===== src/rtl/gobou_mac_ctrl_if.sv =====
// gobou_mac_ctrl_if: layer handshake plus memory/MAC strobes of the MAC sequencer
interface gobou_mac_ctrl_if #(parameter int LWIDTH = 10, parameter int WWIDTH = 16);
  logic              req;
  logic [LWIDTH-1:0] total_in;
  logic [LWIDTH-1:0] total_out;
  logic              busy;
  logic              ack;
  logic              mem_x_en;
  logic [LWIDTH-1:0] mem_x_addr;
  logic              mem_w_en;
  logic [WWIDTH-1:0] mem_w_addr;
  logic              mac_accum_we;
  logic              mac_out_en;
  logic              mac_reset;
  logic              out_we;
  logic [LWIDTH-1:0] out_addr;
  modport master (output req, total_in, total_out,
                  input busy, ack, mem_x_en, mem_x_addr, mem_w_en, mem_w_addr,
                        mac_accum_we, mac_out_en, mac_reset, out_we, out_addr);
  modport slave  (input req, total_in, total_out,
                  output busy, ack, mem_x_en, mem_x_addr, mem_w_en, mem_w_addr,
                         mac_accum_we, mac_out_en, mac_reset, out_we, out_addr);
endinterface


===== src/rtl/gobou_mac_ctrl.sv =====
// gobou_mac_ctrl: streams x/w reads per neuron and strobes gobou_mac and the output memory
module gobou_mac_ctrl #(
  parameter int LWIDTH  = 10,
  parameter int WWIDTH  = 16,
  parameter int RLAT    = 1,
  parameter int MAC_LAT = 2
) (
  input logic             clk,
  input logic             rst,
  gobou_mac_ctrl_if.slave bus
);
  localparam int D = RLAT + MAC_LAT;
  localparam logic [2:0] IDLE = 3'd0, FEED = 3'd1, DRAIN = 3'd2, OUT = 3'd3, CLR = 3'd4, DONE = 3'd5;
  logic [2:0]        r_state;
  logic [LWIDTH-1:0] r_n, r_m, r_i, r_o;
  logic [WWIDTH-1:0] r_wbase;
  logic [D-1:0]      r_dl;
  logic              w_feed;
  logic [D-1:0]      w_dl_nxt;
  always_comb begin
    w_feed   = r_state == FEED;
    w_dl_nxt = (r_dl << 1) | D'(w_feed);
  end
  always_ff @(posedge clk) begin
    if (rst) begin
      r_state <= IDLE;
      r_dl    <= '0;
      r_n     <= '0;
      r_m     <= '0;
      r_i     <= '0;
      r_o     <= '0;
      r_wbase <= '0;
    end else begin
      r_dl <= w_dl_nxt;
      case (r_state)
        IDLE: if (bus.req) begin
          r_n     <= bus.total_in;
          r_m     <= bus.total_out;
          r_i     <= '0;
          r_o     <= '0;
          r_wbase <= '0;
          r_state <= (bus.total_in != '0 && bus.total_out != '0) ? FEED : DONE;
        end
        FEED: begin
          r_i <= r_i + 1'b1;
          if (r_i == r_n - 1'b1) r_state <= DRAIN;
        end
        // leave once the last queued product is consumed this cycle
        DRAIN: if (w_dl_nxt == '0) r_state <= OUT;
        OUT: r_state <= CLR;
        CLR: if (r_o == r_m - 1'b1) r_state <= DONE;
        else begin
          r_o     <= r_o + 1'b1;
          r_wbase <= r_wbase + WWIDTH'(r_n);
          r_i     <= '0;
          r_state <= FEED;
        end
        default: r_state <= IDLE;
      endcase
    end
  end
  assign bus.busy         = r_state != IDLE;
  assign bus.ack          = r_state == DONE;
  assign bus.mem_x_en     = w_feed;
  assign bus.mem_w_en     = w_feed;
  assign bus.mem_x_addr   = w_feed ? r_i : '0;
  assign bus.mem_w_addr   = w_feed ? r_wbase + WWIDTH'(r_i) : '0;
  assign bus.mac_accum_we = r_dl[D-1];
  assign bus.mac_out_en   = r_state == OUT;
  assign bus.mac_reset    = r_state == CLR;
  assign bus.out_we       = r_state == CLR;
  assign bus.out_addr     = (r_state == CLR) ? r_o : '0;
endmodule


===== src/flat_wrapper.sv =====
// flat-port wrapper written by rule: the top's interface ports become plain ports
module gobou_mac_ctrl_flat 
#(
  parameter int LWIDTH  = 10,
  parameter int WWIDTH  = 16,
  parameter int RLAT    = 1,
  parameter int MAC_LAT = 2
)
  (clk, rst, bus_req, bus_total_in, bus_total_out, bus_busy, bus_ack, bus_mem_x_en, bus_mem_x_addr, bus_mem_w_en, bus_mem_w_addr, bus_mac_accum_we, bus_mac_out_en, bus_mac_reset, bus_out_we, bus_out_addr);
  gobou_mac_ctrl_if #(.LWIDTH(LWIDTH), .WWIDTH(WWIDTH)) bus_i ();
  input logic clk;
  input logic rst;
  input wire logic [$bits(bus_i.req)-1:0] bus_req;
  input wire logic [$bits(bus_i.total_in)-1:0] bus_total_in;
  input wire logic [$bits(bus_i.total_out)-1:0] bus_total_out;
  output wire logic [$bits(bus_i.busy)-1:0] bus_busy;
  output wire logic [$bits(bus_i.ack)-1:0] bus_ack;
  output wire logic [$bits(bus_i.mem_x_en)-1:0] bus_mem_x_en;
  output wire logic [$bits(bus_i.mem_x_addr)-1:0] bus_mem_x_addr;
  output wire logic [$bits(bus_i.mem_w_en)-1:0] bus_mem_w_en;
  output wire logic [$bits(bus_i.mem_w_addr)-1:0] bus_mem_w_addr;
  output wire logic [$bits(bus_i.mac_accum_we)-1:0] bus_mac_accum_we;
  output wire logic [$bits(bus_i.mac_out_en)-1:0] bus_mac_out_en;
  output wire logic [$bits(bus_i.mac_reset)-1:0] bus_mac_reset;
  output wire logic [$bits(bus_i.out_we)-1:0] bus_out_we;
  output wire logic [$bits(bus_i.out_addr)-1:0] bus_out_addr;
  assign bus_i.req = bus_req;
  assign bus_i.total_in = bus_total_in;
  assign bus_i.total_out = bus_total_out;
  assign bus_busy = bus_i.busy;
  assign bus_ack = bus_i.ack;
  assign bus_mem_x_en = bus_i.mem_x_en;
  assign bus_mem_x_addr = bus_i.mem_x_addr;
  assign bus_mem_w_en = bus_i.mem_w_en;
  assign bus_mem_w_addr = bus_i.mem_w_addr;
  assign bus_mac_accum_we = bus_i.mac_accum_we;
  assign bus_mac_out_en = bus_i.mac_out_en;
  assign bus_mac_reset = bus_i.mac_reset;
  assign bus_out_we = bus_i.out_we;
  assign bus_out_addr = bus_i.out_addr;
  gobou_mac_ctrl #(.LWIDTH(LWIDTH), .WWIDTH(WWIDTH), .RLAT(RLAT), .MAC_LAT(MAC_LAT)) u_core (.clk(clk), .rst(rst), .bus(bus_i));
endmodule

===== config.mk =====
export PLATFORM = sky130hd
export DESIGN_NAME = gobou_mac_ctrl_flat
export DESIGN_NICKNAME = d
export VERILOG_FILES = /design/src/rtl/gobou_mac_ctrl_if.sv /design/src/rtl/gobou_mac_ctrl.sv /design/src/flat_wrapper.sv
export SDC_FILE = /design/constraint.sdc
export NUM_CORES = 1
export LEC_CHECK = 0
export CORE_ASPECT_RATIO = 0.75
export CORE_UTILIZATION = 57
export CTS_BUF_LIST = sky130_fd_sc_hd__clkbuf_2
export DETAILED_ROUTE_END_ITERATION = 6
export PLACE_DENSITY = 0.84
export SYNTH_ARGS = -nofsm -noshare
export SYNTH_HDL_FRONTEND = slang
export SYNTH_SLANG_ARGS = --single-unit

===== constraint.sdc =====
create_clock -name clk -period 3.2 [get_ports clk]
set_input_delay 0.48 -clock clk [delete_from_list [all_inputs] [get_ports clk]]
set_output_delay 0.48 -clock clk [all_outputs]
set_load 0.005 [all_outputs]

==> flow_summary.toml <==
[cts]
numClockSinks = 62
clockBufferDepth = 2
clkLatencyLatePin_ns = 0.49
cts_made_buffers = 9
cts-htree-levels = 3
path_clk_slew_ns = 0.20
cts_tree = "yes"
root_buffer = "clkbuf_2"

[timing]
period_share_pct = 103.6
max_freq_mhz = 301.5
fin_skew_ns = 0.03775
final_max_slew_viol_count = 0
rsz0062_at_grt = "yes"
tightest_slew_ns = 0.6960
fin_crit_ns = 3.317
hold_violations = 0
whs_ns = 0.4634
setup_viol = 6
timing.final.ws_setup_ns = -0.1165
maxSlewHeadroom_pct = 53.49

[die]
coreArea_sq_um = 7533
die_h_microns = 79.28
dieArea_sq_um = 8326
die_w_microns = 105.0
io_pins = 67
rows = 27
start_util_pct = 60.24

[grt]
grt_pass1_wl_microns = 21000
track_usage_pct = 31.45
grt_pass1_vias = 4256
grt_max_degree = 36
antenna_found_initial = 0
gr-total-overflow = 0

[route]
highest-signal-layer = "met4"
drc = 0
drtIter0Drc = 502
wl_per_cell_microns = 17.26
dr.pass1.iters = 5
ant_nets = 0
wl_met2_microns = 5931
vias = 4899
drt-total-wl_microns = 13340
dr_wl_met3_microns = 1095
wl_met1_microns = 6099
viasPerCell = 6.338

[outcome]
status = "finished, violations left"
violations = "negative setup slack"

[worst_setup_path]
critPathBufInv = 3
endpoint_kind = "output pin"
path_delay_family = "compound AO/OA/AOI/OAI gates"
crit_path_top_delay_cell = "dfxtp_2"
start_kind = "flop"
crit_chain = "ha_4 -> fa_2 -> a21o_1 -> a21oi_2 -> nor2b_2 -> o21a_2 -> buf_6 -> buf_6 -> o2111ai_4 -> xor2_1 -> nor2_1 -> buf_2"
required_ns = 2.72
crit_path_max_incr_delay_ns = 0.38
crit_fanout = 4
crit_top_cell = "buf_6"
worstPathArrival_ns = 2.84
path_class = "flop to output pin"

[final_layout]
drive_gt1_share_pct = 12.35
final_cell_area_sq_um = 5602
multi_input_area_sq_um = 3113
final_cell_mix = "66 x nand2_1, 62 x a21oi_1, 59 x dfxtp_1"
fillCellCount = 590
antenna_cells = 0
ff_latch_area_sq_um = 1245
area_growth_syn_to_layout_pct = 23.44
layout_commonest_cell = "nand2_1"
nNetsFinal = 716

[synth]
synth_edf_count = 0
synth.net_count = 649
syn_avg_cell_area_sq_um = 7.564
ys_seq_area_share_pct = 27.35
ys_types = 54
netlist_instances = 600
synth_top_flop_cell = "dfxtp_1"
synth_area_sq_um = 4538
async_flop_share_pct = 0
ys_seq_elements = 62
yosysWarnings = 0

[power_and_ir_drop]
pwr_density_cell_nw_per_um2 = 297.0
leakage_uw = 0.002189
total_power_uw = 1664
ir_drop_uv = 264.8

[placed_design]
placed_area_sq_um = 5266
dpl.hpwl_microns = 9081
post-place-ws_ns = 0.06541
gp_congestion = 0.8825
io_buffers = 66

[flow_run]
cap_violations = 0

[min_path]
hp-class = "flop to flop"
==> worst paths after layout <==
kind                           from                 end  slack, ns  depth (start not counted)
setup / recovery  u_core.r_wbase[0]  bus_mem_w_addr[12]      -0.12                         12
hold / removal       u_core.r_dl[0]      u_core.r_dl[1]       0.46                          1
setup reg to reg      u_core.r_m[0]       u_core.r_i[3]       0.27                         10
hold reg to reg      u_core.r_dl[0]      u_core.r_dl[1]       0.46                          1
==> state kept, by name (all words and copies together) (netlist names) <==
| name | count |
|---|---|
| u_core.r_dl | 3 |
| u_core.r_i | 10 |
| u_core.r_m | 10 |
| u_core.r_n | 10 |
| u_core.r_o | 10 |
| u_core.r_state | 3 |
| u_core.r_wbase | 16 |
==> layer usage <==
metal / track usage (%) / vias up
li1: - / 2298
met1: 45.29 / 2312
met2: 49.07 / 269
met3: 4.433 / 20
met4: 8.451 / 0
met5: 0 / -
==> worst register-to-register path, cell delays in order (launching register included) <==
cell and delay, ns:
dfxtp_1 0.39, inv_1 0.05, ha_1 0.30, o21bai_1 0.22
a211oi_1 0.22, and4bb_1 0.24, nor4_1 0.49, and2_1 0.22
buf_4 0.24, o21bai_1 0.21, a21oi_1 0.27
==> power breakdown <==
part | leakage [uW] | internal (uW) | switching, uW
Combinational | 0.00160 | 123 | 151
Sequential | 0.000505 | 792 | 29.7
Clock | 0.0000819 | 261 | 307
Total | 0.00219 | 1180 | 488
==> cell type report <==
type	instances	share of cell area [%]
Multi-Input combinational cell	473	55.57
Sequential cell	62	22.22
Timing Repair Buffer	101	16.17
Tap cell	101	2.256
Clock inverter	6	1.541
Inverter	20	1.340
Clock buffer	10	0.8935
==> metrics by stage <==
stage	TNS (ns)	instances	utilization, %
3_5_place_dp	0	742	69.91
4_1_cts	-0.09386	766	73.29
6_report	-0.2306	773	74.36
2_1_floorplan	0	600	-
5_1_grt	-1.754	773	74.36
3_3_place_gp	0	742	69.91
==> cell usage after synthesis (4+ instances only) <==
cell type	number	area share, %
nor2b_1	9	1.2
or4_1	15	2.5
o31ai_1	17	2.8
and3_1	14	1.9
dfxtp_1	62	27
a21oi_1	65	7.2
inv_1	20	1.7
nand2_1	66	5.5
clkbuf_1	30	2.5
nor2_1	32	2.6
mux2i_1	5	1.1
nand4_1	21	2.9
nor3_1	15	1.7
ha_1	24	6.6
a21o_1	4	0.66
nand3_1	20	2.2
nand2b_1	9	1.2
buf_4	4	0.66
nor4_1	11	1.5
or3_1	9	1.2
o21ai_0	27	3.0
and2_1	16	2.2
xor2_1	19	3.7
o21a_1	5	0.83
o21bai_1	5	0.83
xnor2_1	23	4.4
buf_2	4	0.44
==> what timing repair did <==
item / in CTS / in global routing
endpoints found under the setup margin: 10 / 13
gates resized for setup: 36 / 20
pin swaps: 14 / 9
hold buffers: 0 / 0
buffers inserted: 8 / 7
==> cells by family (layout without fill, tap and decap cells) <==
group	count (synthesis)	after routing	synth area share, %
AO/OA/AOI/OAI	154	154	20.73
XOR/XNOR	43	43	8.602
adder cells (fa/ha/maj)	26	26	7.499
buffers and inverters	65	137	6.341
flip-flops	62	62	27.35
multiplexers	5	5	1.103
AND/OR/NAND/NOR	245	245	28.37
Power figures use the tool's default switching activity.
